**src/rtl/ysyx_22050019_lsu.sv**
```systemverilog
// MEM-stage load/store unit: IDLE->REQ->WAIT->DONE bus access, stalls EX/MEM until DONE.
// Define LSU_MISALIGN_CHK_EN to trap misaligned H/W/D accesses straight to DONE without a bus request.
module ysyx_22050019_lsu #(
  parameter int AW = 64,
  parameter int DW = 64
) (
  input  logic          clk,
  input  logic          rst_n,
  input  logic [AW-1:0] addr_i,
  input  logic          ram_we_i,
  input  logic [DW-1:0] ram_wdata_i,
  input  logic [3:0]    mem_w_wdth_i,
  input  logic          ram_re_i,
  input  logic [5:0]    mem_r_wdth_i,
  output logic          lsu_stall_o,
  output logic [DW-1:0] load_data_o,
  output logic          load_valid_o,
  output logic          req_valid_o,
  input  logic          req_ready_i,
  output logic          req_we_o,
  output logic [AW-1:0] req_addr_o,
  output logic [DW-1:0] req_wdata_o,
  output logic [7:0]    req_wstrb_o,
  input  logic          rsp_valid_i,
  input  logic [DW-1:0] rsp_rdata_i,
  output logic          misalign_o
);

  typedef enum logic [1:0] {IDLE, REQ, WAIT, DONE} state_e;

  state_e        state_q;
  logic          req_valid_q, req_we_q, load_valid_q, is_load_q, ld_zext_q;
  logic [AW-1:0] req_addr_q;
  logic [DW-1:0] req_wdata_q, load_data_q;
  logic [7:0]    req_wstrb_q;
  logic [1:0]    ld_sz_q;

  logic          access, is_load;
  logic [1:0]    sz;
  logic [2:0]    off;
  logic [7:0]    strb_base, req_wstrb_d;
  logic [DW-1:0] req_wdata_d, beat, load_data_d;
  logic          unused_ok;

  // Size code 0=B 1=H 2=W 3=D; anything not exactly one-hot is treated as D.
  function automatic logic [1:0] size_code(input logic [3:0] oh);
    case (oh)
      4'b0001: return 2'd0;
      4'b0010: return 2'd1;
      4'b0100: return 2'd2;
      default: return 2'd3;
    endcase
  endfunction

  assign access    = ram_re_i | ram_we_i;
  assign is_load   = ram_re_i;
  assign sz        = is_load ? size_code(mem_r_wdth_i[3:0]) : size_code(mem_w_wdth_i);
  assign off       = addr_i[2:0];
  assign unused_ok = &{1'b0, mem_r_wdth_i[5]};

  always_comb begin
    case (sz)
      2'd0:    strb_base = 8'h01;
      2'd1:    strb_base = 8'h03;
      2'd2:    strb_base = 8'h0F;
      default: strb_base = 8'hFF;
    endcase
  end

  assign req_wstrb_d = is_load ? 8'h00 : (strb_base << off);
  assign req_wdata_d = is_load ? '0 : (ram_wdata_i << {off, 3'b000});

  assign beat = rsp_rdata_i >> {req_addr_q[2:0], 3'b000};

  always_comb begin
    case (ld_sz_q)
      2'd0:    load_data_d = ld_zext_q ? {56'b0, beat[7:0]}  : {{56{beat[7]}},  beat[7:0]};
      2'd1:    load_data_d = ld_zext_q ? {48'b0, beat[15:0]} : {{48{beat[15]}}, beat[15:0]};
      2'd2:    load_data_d = ld_zext_q ? {32'b0, beat[31:0]} : {{32{beat[31]}}, beat[31:0]};
      default: load_data_d = beat;
    endcase
  end

`ifdef LSU_MISALIGN_CHK_EN
  logic misalign_q, misaligned;
  assign misaligned = (sz == 2'd1 && off[0]) || (sz == 2'd2 && off[1:0] != 2'b00) ||
                      (sz == 2'd3 && off != 3'b000);
  assign misalign_o = misalign_q;
`else
  assign misalign_o = 1'b0;
`endif

  always_ff @(posedge clk) begin
    if (!rst_n) begin
      state_q      <= IDLE;
      req_valid_q  <= 1'b0;
      req_we_q     <= 1'b0;
      req_addr_q   <= '0;
      req_wdata_q  <= '0;
      req_wstrb_q  <= '0;
      load_data_q  <= '0;
      load_valid_q <= 1'b0;
      is_load_q    <= 1'b0;
      ld_sz_q      <= 2'd0;
      ld_zext_q    <= 1'b0;
`ifdef LSU_MISALIGN_CHK_EN
      misalign_q   <= 1'b0;
`endif
    end else begin
      case (state_q)
        IDLE: begin
          if (access) begin
`ifdef LSU_MISALIGN_CHK_EN
            if (misaligned) begin
              state_q    <= DONE;
              misalign_q <= 1'b1;
            end else begin
`else
            begin
`endif
              state_q     <= REQ;
              req_valid_q <= 1'b1;
              req_we_q    <= ~is_load;
              req_addr_q  <= addr_i;
              req_wdata_q <= req_wdata_d;
              req_wstrb_q <= req_wstrb_d;
              is_load_q   <= is_load;
              ld_sz_q     <= sz;
              ld_zext_q   <= mem_r_wdth_i[4];
            end
          end
        end
        REQ: begin
          if (req_ready_i) begin
            state_q     <= WAIT;
            req_valid_q <= 1'b0;
          end
        end
        WAIT: begin
          if (rsp_valid_i) begin
            state_q <= DONE;
            if (is_load_q) begin
              load_data_q  <= load_data_d;
              load_valid_q <= 1'b1;
            end
          end
        end
        DONE: begin
          state_q      <= IDLE;
          load_valid_q <= 1'b0;
`ifdef LSU_MISALIGN_CHK_EN
          misalign_q   <= 1'b0;
`endif
        end
      endcase
    end
  end

  // Combinational so the hazard unit freezes EX/MEM in the same cycle the access is seen.
  assign lsu_stall_o  = (state_q == IDLE && access) || state_q == REQ || state_q == WAIT;
  assign req_valid_o  = req_valid_q;
  assign req_we_o     = req_we_q;
  assign req_addr_o   = req_addr_q;
  assign req_wdata_o  = req_wdata_q;
  assign req_wstrb_o  = req_wstrb_q;
  assign load_data_o  = load_data_q;
  assign load_valid_o = load_valid_q;

endmodule
```
**config.mk**
```make
export PLATFORM = sky130hd
export DESIGN_NAME = ysyx_22050019_lsu
export DESIGN_NICKNAME = d
export VERILOG_FILES = /design/src/rtl/ysyx_22050019_lsu.sv
export SDC_FILE = /design/constraint.sdc
export NUM_CORES = 1
export LEC_CHECK = 0
export CAP_MARGIN = 20
export CORE_ASPECT_RATIO = 0.6
export CORE_MARGIN = 3
export CORE_UTILIZATION = 30
export DETAILED_ROUTE_END_ITERATION = 8
export GPL_ROUTABILITY_DRIVEN = 0
export GPL_TIMING_DRIVEN = 0
export PLACE_DENSITY = 0.71
export SLEW_MARGIN = 20
export SYNTH_ARGS = -nofsm -noshare
export SYNTH_HDL_FRONTEND = slang
export SYNTH_SLANG_ARGS = --single-unit
```
**constraint.sdc**
```tcl
create_clock -name clk -period 1.73 [get_ports clk]
set_input_delay 0.346 -clock clk [delete_from_list [all_inputs] [get_ports clk]]
set_output_delay 0.346 -clock clk [all_outputs]
set_load 0.03 [all_outputs]
```
**Word-level counts from Yosys, hierarchy flattened**

Index checks and enable logic that the tools add are counted.

- Equality and inequality tests: 17
- Shifts and indexed selects: 3
- Multiplexer cells: 20
- Bitwise operators: 2
- Reduce and logical (&&, ||, !) cells: 13

Operators by type and width:

| kind | count |
|---|---|
| $mux W64 | 4 |
| $pmux W64 S3 | 1 |
| $shl A64 B6 Y64 | 1 |
| $shr A64 B6 Y64 | 1 |
| $pmux W8 S3 | 1 |
| $pmux W2 S3 | 2 |
| $reduce_and A3 Y1 | 4 |
| $eq A2 B2 Y1 const B | 4 |
| $eq A4 B1 Y1 const B | 2 |
| $eq A4 B2 Y1 const B | 2 |
| $eq A4 B3 Y1 const B | 2 |
| $mux W2 | 4 |
| $mux W8 | 1 |
| $ne A2 B2 Y1 const B | 4 |
| $pmux W2 S4 | 1 |
| $shl A8 B3 Y8 | 1 |
| $eq A2 B1 Y1 const B | 3 |
| $logic_not A2 Y1 | 3 |
| $mux W1 | 4 |
| $pmux W1 S2 | 2 |
| $reduce_bool A2 Y1 | 2 |
| $logic_or A1 B1 Y1 | 2 |
| $reduce_and A2 Y1 | 1 |
| $logic_and A1 B1 Y1 | 1 |
| 2 further kinds | 2 |

- Register bits after elaboration: 209
- Output and inout port bits: 205
- Word-level logic and storage cells: 66

**Longest topological paths before layout**

Gate-level depths: netlist (run 1).

- Word-level depth: 7
- Gate-level depth with buffers: 9
- Gate-level depth less buffers: 7

**Worst setup path before layout (run 1)**

No wires, ideal clock.

- Kind: flip-flop to flip-flop
- Start point: register req_addr_q[2], in the netlist req_addr_o[2]
- End point: register load_data_q[22], in the netlist load_data_o[22]
- Library setup time: 0.149 ns
- Arrival: 1.956 ns
- Required time: 1.581 ns
- Slack: -0.375 ns
- Stages on the path, launching flop included: 6
- Path buffers: 2
- Period minus slack after synthesis: 2.105 ns
- Cells stage by stage: dfxtp_1 buf_6 clkbuf_1 mux4_2 a21oi_1 a31oi_4

- Word-level cells in the longest chain between the ends: 3
- Elaborated cells between the ends (all ways): 5

RTL lines:

| element | RTL line | RTL |
|---|---|---|
| start, declared | 33 | `logic [AW-1:0] req_addr_q;` |
| start signal, assigned | 124 | `req_addr_q <= addr_i;` |
| $shr A64 B6 Y64 * | 73 | `assign beat = rsp_rdata_i >> {req_addr_q[2:0], 3'b000};` |
| $mux W64 (on tied branches) | 79, 77, 78 |  |
| $pmux W64 S3 * | 76 | `case (ld_sz_q)` |
| end signal, assigned | 143 | `load_data_q <= load_data_d;` |
| end, declared | 34 | `logic [DW-1:0] req_wdata_q, load_data_q;` |

Mark *: on every way between the ends. The rest lies on a longest branch, timed or not.
A chain may end at the register's enable or synchronous reset.

**Final worst setup path (run 1)**

- Start point: register state_q[0]
- End point: output lsu_stall_o

- Word-level cells in the longest chain between the ends: 4
- Elaborated cells between the ends (all ways): 6

RTL lines:

| element | RTL line | RTL |
|---|---|---|
| start, declared | 31 | `state_e state_q;` |
| start signal, assigned | 95 | `state_q <= IDLE;` |
| start signal, assigned | 121 | `state_q <= REQ;` |
| start signal, assigned | 135 | `state_q <= WAIT;` |
| $logic_not A2 Y1 | 160 | `assign lsu_stall_o = (state_q == IDLE && access) \|\| state_q == REQ \|\| state_q == WAIT;` |
| $logic_and A1 B1 Y1 | 160 |  |
| $logic_or A1 B1 Y1 | 160 |  |
| $logic_or A1 B1 Y1 * | 160 |  |
| end, declared | 15 | `output logic lsu_stall_o,` |

Marks and branches as above.

==> impl_metrics.tcl, run 1 <==
set metrics [dict create \
    outcome "finished, violations left" \
    violations "negative setup slack" \
    grt_antenna_before_repair 7 \
    drive_gt1_share_pct 28.4 \
    p_leak_uw 0.00814 \
    start_kind "flop" \
    r2r-end "load_data_o[26]$_SDFFE_PN0P_" \
    numCtsBuffers 24 \
    drv_cap 0 \
    grt_max_degree 19 \
    ys.flop_type "dfxtp_1" \
    grt_pass1_wl_um 77400 \
    finalInstanceArea_sq_um 19600 \
    grt_overflow 0 \
    irDropWorstVdd_uv 534 \
    io_pins 413 \
    ant_nets 0 \
    area_growth_pct 68.3 \
    clk_pin_slew_worst_paths_ns 0.07 \
    grtUsageTotal_pct 24.9 \
    synth_async_sr_flop_share_pct 0 \
    core_sq_um 38000 \
    utilization_pct 51.5 \
    drtIter0Drc 1389 \
    worst_slack_ns -0.485 \
    route.detailed.drc 0 \
    yosysWarnings 0 \
    wl_per_cell_um 24.7 \
    cts_tree "built" \
    die_w_um 260 \
    clk_path_buf_depth 3 \
    yosys_register_bits 209 \
    first_pass_iters 5 \
    setup_viol 127 \
    end_kind "primary output" \
    rr_worst_depth 9 \
    report.final.slew_viol_count 0 \
    start_util_pct 30.6 \
    die_area_sq_um 41200 \
    grt_pass1_vias 12000 \
    cts_root_buf "clkbuf_16" \
    skew_ns 0.0190 \
    final_nets 1982 \
    critical_path_class "reg2out" \
    cp_max_fo 2 \
    post-route-period-util_pct 128 \
    pre_cts_ws_ns -1.21 \
    hp-class "in2reg" \
    synthCells 1254 \
    max_freq_mhz 451 \
    clock_sinks 209 \
    p_total_uw 22600 \
    seq_area_frac_synth_pct 36.0 \
    arrival_ns 1.87 \
    rows 55 \
    syn_area_sq_um 11600 \
    h-tree-depth 1 \
    placed_area_sq_um 16400 \
    yosysUniqueCellTypes 63 \
    finalNonFillerCells 2307 \
    hpwl_um 41600 \
    syn-mean-instance-area_sq_um 9.27 \
    required_ns 1.38 \
    critPathCapture "lsu_stall_o" \
    rsz0062_at_grt "yes" \
    crit_path_start "state_q[0]$_SDFFE_PN0P_" \
    clk_latency_ns 0.55 \
    port_buffers 406 \
    synth_edf_count 0 \
    syn_nets 1466 \
    vias_per_cell 5.47 \
    finalHoldViolCount 0 \
    vias 12600 \
    dp.cells 2173 \
    period_needed_ns 2.22 \
    wl_um 56900 \
    rrSetupSlack_ns -0.34 \
    p_per_area_nw_per_um2 1160 \
    dieHeight_um 159 \
    worstReg2RegStart "req_addr_o[1]$_SDFFE_PN0P_" \
    tightestPinTransition_ns 0.871 \
    max_slew_margin_pct 41.9 \
]
==> synth_stat cells, types with 2 or more instances <==
master     number  area share, %
o21ai_0        66            2.8
a21boi_0       77            5.0
a2bb2oi_1       2           0.15
a31oi_1        11           0.59
a22oi_2         4           0.43
a21oi_2         2           0.15
nand2_1       215            6.9
mux2i_1       120             10
a21boi_1        9           0.58
nor2_1         41            1.3
nand4_4         2           0.37
o21a_1          9           0.58
and3_1          2           0.11
a21oi_1        30            1.3
buf_2          34            1.5
xor2_1          4           0.30
inv_1           2          0.065
and2_1         30            1.6
o221a_1        30            2.9
buf_6           8           0.77
buf_1           3          0.097
a211oi_1       21            1.4
nand3_1        12           0.52
nor2b_1        61            3.3
dfxtp_1       209             36
nor3b_1         3           0.19
a22oi_1        48            3.1
nor3_1          6           0.26
buf_4           8           0.52
a21o_1          2           0.13
mux4_2         38            7.4
o311ai_0        2           0.15
o221a_2         2           0.19
a31oi_4         8            1.5
a22o_1          2           0.15
nand3b_1        2           0.13
o31ai_1         3           0.19
o211a_1         8           0.69
nand2b_1       15           0.81
mux2_2         16            1.5
clkbuf_1       62            2.0
ha_1            4           0.43
==> logic make-up after synthesis <==
group           Yosys count  synth area share [%]
simple gates            399                  16.4
compound gates          342                  22.3
flops                   209                  36.0
mux                     175                  19.4
buf+inv                 120                  5.15
fa+ha+maj                 4                 0.430
xor+xnor                  4                 0.301
other cells               1                0.0322
==> repair_timing <==
action | CTS | global route
gates resized for setup | 412 | 380
hold buffers | 0 | 0
gates cloned | 9 | 15
pin swaps | 37 | 129
setup endpoints to repair | 409 | 233
buffers inserted | 43 | 31
==> how the worst min path moves through the flow <==
stage / depth (start not counted) / slack (ns) / startpoint / to
2_1_floorplan: 2 / 0.47 / ld_zext_q$_SDFFE_PN0P_ / ld_zext_q$_SDFFE_PN0P_
3_3_place_gp: 2 / 0.45 / req_wdata_o[35]$_SDFFE_PN0P_ / req_wdata_o[35]$_SDFFE_PN0P_
3_5_place_dp: 2 / 0.44 / req_wdata_o[35]$_SDFFE_PN0P_ / req_wdata_o[35]$_SDFFE_PN0P_
4_1_cts: 2 / 0.18 / rst_n / req_addr_o[26]$_SDFFE_PN0P_
5_1_grt: 2 / 0.20 / rst_n / req_addr_o[25]$_SDFFE_PN0P_
6_report: 2 / 0.20 / rst_n / req_addr_o[23]$_SDFFE_PN0P_
==> power breakdown <==
group | total, uW | switching, uW | internal [uW]
registers | 5820 | 421 | 5400
clock network | 5570 | 2260 | 3310
logic | 11200 | 6150 | 5090
==> worst max-delay path, stage by stage, from the launching register on <==
cell and delay [ns]:
dfxtp_2 0.34, inv_2 0.05, ha_4 0.16, o21a_4 0.13, clkbuf_16 0.14, or3_4 0.36
buf_6 0.15
==> metrics by stage <==
stage	setup TNS, ns	hold slack [ns]
finish	-21.39	0.198
global route	-28.99	0.199
CTS	-25.82	0.177
detailed placement	-184.05	0.442
global placement	-177.11	0.447
floorplan	-6.57	0.470
==> flip-flops by register name (all words and copies together) (netlist names) <==
register      flops
is_load_q         1
ld_sz_q           2
ld_zext_q         1
load_data_o      64
load_valid_o      1
req_addr_o       64
req_valid_o       1
req_wdata_o      64
req_we_o          1
req_wstrb_o       8
state_q           2
==> placed cells by master (no fill, tap or decap), types with 30 or more instances in the layout <==
cell,instances
a21boi_1,61
a22oi_2,43
buf_4,41
buf_6,39
clkbuf_1,31
clkbuf_16,40
clkdlybuf4s50_1,200
dfxtp_1,204
dlygate4sd2_1,171
mux2i_1,103
mux4_2,38
nand2_1,156
nand2_2,40
nor2_1,37
nor2b_1,60
o21ai_0,45
o221a_1,30
==> metal layers <==
metal / track usage [%] / vias to the layer above / part of all wire, %
met5: 0 / - / 0.047
met4: 8.40 / 4 / 3.5
met3: 7.76 / 133 / 11
met2: 39.6 / 744 / 45
met1: 32.3 / 6145 / 41
li1: - / 5601 / -
==> final cells by class <==
cell class                      instances  area, sq um
Fill cell                            3359        18400
Multi-Input combinational cell        925         7890
Timing Repair Buffer                  495         5040
Sequential cell                       209         4200
Buffer                                111          922
Clock buffer                           30          694
Tap cell                              513          642
Clock inverter                         14          164
Inverter                                4         15.0
Antenna cell                            6         15.0
Power figures use the tool's default switching activity.
==> inputs of run 2 (changes only) <==
--- a/config.mk
+++ b/config.mk
@@ -9,10 +9,11 @@
 export CORE_ASPECT_RATIO = 0.6
 export CORE_MARGIN = 3
 export CORE_UTILIZATION = 30
+export CTS_CLUSTER_DIAMETER = 120
 export DETAILED_ROUTE_END_ITERATION = 8
 export GPL_ROUTABILITY_DRIVEN = 0
 export GPL_TIMING_DRIVEN = 0
-export PLACE_DENSITY = 0.71
+export PLACE_DENSITY = 0.56
 export SLEW_MARGIN = 20
 export SYNTH_ARGS = -nofsm -noshare
 export SYNTH_HDL_FRONTEND = slang
==> constraint.sdc (replaced) <==
create_clock -name clk -period 1.73 [get_ports clk]
set_input_delay 0.346 -clock clk [delete_from_list [all_inputs] [get_ports clk]]
set_output_delay 0.346 -clock clk [all_outputs]
set_load 0.02 [all_outputs]
==> run 2 against run 1 <==
  * The flow still finishes with violations (negative setup slack)
  * Sequential share of layout area up 1.6 points
  * Power down 12%
  * Non-clock buffer count decreased by 39
  * Via count shrank 5.3%
  * Die area is the same
  * Routed wire length down 5.1%
  * Global-route usage is 0.11 points higher
  * Clock skew decreased by 0.0044 ns
  * Largest cell class unchanged
  * Largest power group unchanged
  * Highest routed layer is now met4
==> impl_metrics.tcl, run 2 (synthesized netlist as in run 1, its figures left out) <==
set metrics [dict create \
    critical_path_class "reg2out" \
    arrival_ns 1.84 \
    max_freq_mhz 458 \
    violations "negative setup slack" \
    report.final.slew_viol_count 0 \
    finalHoldViolCount 0 \
    mostFrequentLayoutCells "nand2_1, dlygate4sd2_1, dfxtp_1, clkdlybuf4s50_1, mux2i_1" \
    p_leak_uw 0.00764 \
    outcome "finished, violations left" \
    hold_buffers 0 \
    start_util_pct 30.6 \
    intPower_uw 12500 \
    first_pass_iters 6 \
    end_kind "primary output" \
    required_ns 1.38 \
    wl_um 54000 \
    die_area_sq_um 41200 \
    grtUsageTotal_pct 25.0 \
    grt_overflow 0 \
    vias_per_cell 5.27 \
    mostFrequentLayoutCell "nand2_1" \
    hpwl_um 42000 \
    route.detailed.drc 0 \
    skew_ns 0.0146 \
    core_sq_um 38000 \
    clk_path_buf_depth 3 \
    dp.cells 2173 \
    port_buffers 406 \
    worst_hold_slack_ns 0.197 \
    pwr-share-clk_pct 28.7 \
    period_needed_ns 2.18 \
    placed_area_sq_um 16400 \
    max_slew_margin_pct 51.9 \
    clk_latency_ns 0.55 \
    cts_tree "built" \
    p_switching_uw 7430 \
    vias 12000 \
    h-tree-depth 1 \
    p_per_area_nw_per_um2 1100 \
    drtIter0Drc 1146 \
    tightestPinTransition_ns 0.721 \
    final_nets 1943 \
    area_growth_pct 56.5 \
    grt_pass1_wl_um 77400 \
    ant_nets 0 \
    grt_antenna_before_repair 8 \
    numCtsBuffers 24 \
    wl_per_cell_um 23.8 \
    rows 55 \
    cp_max_fo 3 \
    finalInstanceArea_sq_um 18200 \
    die_w_um 260 \
    rsz0062_at_grt "yes" \
    drv_cap 0 \
    grt_max_degree 19 \
    io_pins 413 \
    drive_gt1_share_pct 18.4 \
    clock_sinks 209 \
    clk_pin_slew_worst_paths_ns 0.06 \
    dieHeight_um 159 \
    p_total_uw 20000 \
    irDropWorstVdd_uv 673 \
    p_seq_share_pct 28.7 \
    worst_slack_ns -0.451 \
    grt_pass1_vias 11700 \
    post-route-period-util_pct 126 \
    hp-class "in2reg" \
    start_kind "flop" \
    p_sw_share_pct 37.2 \
    cts_root_buf "clkbuf_16" \
    setup_viol 64 \
    pwr-share-comb_pct 42.6 \
    finalNonFillerCells 2270 \
]
run 2: final timing paths:
check	slack [ns]	depth (start not counted)	startpoint	endpoint
setup / recovery	-0.45	6	state_q[0]$_SDFFE_PN0P_	lsu_stall_o
hold / removal	0.20	2	rst_n	req_addr_o[15]$_SDFFE_PN0P_
setup reg to reg	-0.27	10	req_addr_o[1]$_SDFFE_PN0P_	load_data_o[41]$_SDFFE_PN0P_
hold reg to reg	0.45	2	req_wdata_o[32]$_SDFFE_PN0P_	req_wdata_o[32]$_SDFFE_PN0P_
run 2: power groups by stage:
stage / Combinational [uW] / Clock, uW / Sequential [uW]
after floorplan: 3740 / 0 / 6430
after global placement: 7530 / 0 / 5840
after global routing: 9080 / 6080 / 5800
after CTS: 8120 / 5910 / 5740
final: 8510 / 5740 / 5730
after detailed placement: 7570 / 0 / 5870
run 2: layout make-up:
cell class,instances,area (sq um)
buffer,112,845
timing repair buffer,455,4350
multi-input combinational,925,7250
inverter,4,15.0
clock buffer,31,668
antenna,8,20.0
sequential,209,4200
clock inverter,13,213
fill,3717,19800
tap,513,642
run 2: layer usage:
layer / wire length, um / part of all wire, % / global-route usage (%) / vias to the layer above
met5: 0 / 0 / 0 / -
met4: 1590 / 2.9 / 7.24 / 0
met3: 5280 / 9.8 / 7.80 / 78
met2: 22700 / 42 / 36.4 / 555
met1: 24400 / 45 / 35.5 / 5819
li1: - / - / - / 5501
run 2: critical path, stage by stage (launching register included):
cell and delay, ns:
dfxtp_2 0.34, inv_2 0.05, ha_4 0.17, o21a_4 0.13, clkbuf_16 0.14, or3_4 0.33, buf_6 0.14
run 2: metrics by stage:
step | worst slack, ns | setup TNS [ns] | utilization [%]
2_1_floorplan | -0.160 | -5.20 | -
3_3_place_gp | -1.19 | -198.95 | 43.1
3_5_place_dp | -1.24 | -203.74 | 43.1
4_1_cts | -0.491 | -12.62 | 47.0
5_1_grt | -0.520 | -19.93 | 47.9
6_report | -0.451 | -13.88 | 47.9
run 2: repair_timing:
item,4_1_cts,5_1_grt
buffers inserted,34,9
endpoints found under the hold margin,0,0
pin swaps,32,23
resized for setup,357,107
cloned,5,1
setup endpoints to repair,410,190
==> inputs of run 3 (changes only) <==
--- a/config.mk
+++ b/config.mk
@@ -8,13 +8,14 @@
 export CAP_MARGIN = 20
 export CORE_ASPECT_RATIO = 0.6
 export CORE_MARGIN = 3
-export CORE_UTILIZATION = 30
+export CORE_UTILIZATION = 41
 export CTS_CLUSTER_DIAMETER = 120
 export DETAILED_ROUTE_END_ITERATION = 8
 export GPL_ROUTABILITY_DRIVEN = 0
 export GPL_TIMING_DRIVEN = 0
-export PLACE_DENSITY = 0.56
+export PLACE_DENSITY = 0.74
 export SLEW_MARGIN = 20
 export SYNTH_ARGS = -nofsm -noshare
 export SYNTH_HDL_FRONTEND = slang
 export SYNTH_SLANG_ARGS = --single-unit
+export TNS_END_PERCENT = 100
==> run 3 against run 2 <==
  * The run still ends with negative setup slack left
  * Sequential cell count unchanged
  * Critical path depth up 2
  * Sequential share of layout area up 0.23 points
  * Core utilization up 17 points
  * Combinational power up 3.2%
  * Largest cell class unchanged
==> impl_metrics.tcl, run 3 (synthesized netlist as in run 1, its figures left out) <==
set metrics [dict create \
    pre_cts_ws_ns -1.08 \
    vias_per_cell 5.87 \
    mostFrequentLayoutCell "nand2_1" \
    vias 12400 \
    cp_max_fo 7 \
    irDropWorstVdd_uv 929 \
    clk_path_buf_depth 3 \
    end_kind "flop" \
    violations "negative setup slack" \
    port_buffers 406 \
    clk_pin_slew_worst_paths_ns 0.06 \
    grt_overflow 0 \
    arrival_ns 2.52 \
    die_area_sq_um 30500 \
    start_util_pct 41.9 \
    placed_area_sq_um 16200 \
    io_pins 413 \
    dp.cells 2027 \
    setup_viol 73 \
    finalInstanceArea_sq_um 18000 \
    ant_nets 0 \
    h-tree-depth 1 \
    report.final.slew_viol_count 0 \
    drive_gt1_share_pct 18.7 \
    p_leak_uw 0.00762 \
    route.detailed.drc 0 \
    max_slew_margin_pct 48.8 \
    final_nets 1943 \
    critical_path_class "reg2reg" \
    finalHoldViolCount 0 \
    drv_cap 0 \
    mostFrequentLayoutCells "nand2_1, dlygate4sd2_1, dfxtp_1, clkdlybuf4s50_1, mux2i_1" \
    core_sq_um 27800 \
    clock_sinks 209 \
    grtUsageTotal_pct 32.3 \
    clk_latency_ns 0.54 \
    finalNonFillerCells 2115 \
    numCtsBuffers 23 \
    first_pass_iters 8 \
    drtIter0Drc 1329 \
    hold_buffers 0 \
    area_growth_pct 55.0 \
    hp-class "in2reg" \
    rsz0062_at_grt "yes" \
    cts_root_buf "clkbuf_16" \
    utilization_pct 64.9 \
    rrSetupSlack_ns -0.38 \
    wl_um 52200 \
    cts_tree "built" \
    wl_per_cell_um 24.7 \
    required_ns 2.14 \
    post-route-period-util_pct 122 \
    dieHeight_um 136 \
    max_freq_mhz 475 \
    finalSetupTns_ns -18.46 \
    outcome "finished, violations left" \
    hpwl_um 39600 \
    period_needed_ns 2.11 \
    grt_max_degree 15 \
    skew_ns 0.0263 \
    grt_pass1_vias 11800 \
    grt_antenna_before_repair 7 \
    start_kind "flop" \
    die_w_um 223 \
    p_per_area_nw_per_um2 1090 \
    tightestPinTransition_ns 0.768 \
    grt_pass1_wl_um 75100 \
    rows 47 \
    worst_slack_ns -0.377 \
]
-- run 3: metrics by stage --
stage | power [uW] | hold WS, ns
finish | 19600 | 0.199
global route | 20300 | 0.195
CTS | 18900 | 0.176
detailed placement | 13300 | 0.449
global placement | 13200 | 0.442
floorplan | 10200 | 0.470
-- run 3: cell type report --
cell class / count / area (sq um)
fillers: 2324 / 9730
clock buffers: 33 / 714
flip-flops and latches: 209 / 4200
diodes: 3 / 7.51
multi-input cells: 925 / 7320
inverters: 4 / 17.5
clock inverters: 6 / 52.6
repair buffers: 457 / 4440
plain buffers: 111 / 815
well taps: 367 / 459
-- run 3: final timing paths --
kind | from | to | cells after the start
max | req_addr_o[1]$_SDFFE_PN0P_ | load_data_o[47]$_SDFFE_PN0P_ | 8
min | rst_n | req_addr_o[17]$_SDFFE_PN0P_ | 2
max reg2reg | req_addr_o[1]$_SDFFE_PN0P_ | load_data_o[47]$_SDFFE_PN0P_ | 8
min reg2reg | req_wdata_o[37]$_SDFFE_PN0P_ | req_wdata_o[37]$_SDFFE_PN0P_ | 2
-- run 3: timing repair --
item,CTS,global route
cloned,6,3
buffers inserted,24,21
pin swaps,18,31
gates resized for setup,349,114
setup endpoints to repair,409,181
-- run 3: worst max-delay path: stages, from the launching register on --
cell	delay [ns]
dfxtp_4	0.35
buf_8	0.14
mux2_4	0.31
or3_4	0.36
nand4_4	0.10
nand4_4	0.16
buf_12	0.20
clkbuf_16	0.15
o221a_1	0.20
-- run 3: where the power goes --
group | internal (uW) | switching (uW) | total [uW]
Combinational | 3790 | 4990 | 8780
Clock | 2890 | 2160 | 5040
Sequential | 5400 | 341 | 5740
Total | 12100 | 7490 | 19600
-- run 3: metal layers --
layer / wire [um] / up-vias / track usage (%) / share of wire, %
met5: 55 / - / 0 / 0.11
met4: 1480 / 8 / 8.02 / 2.8
met3: 6730 / 109 / 12.8 / 13
met2: 21600 / 769 / 46.1 / 41
met1: 22300 / 6022 / 45.4 / 43
li1: - / 5499 / - / -
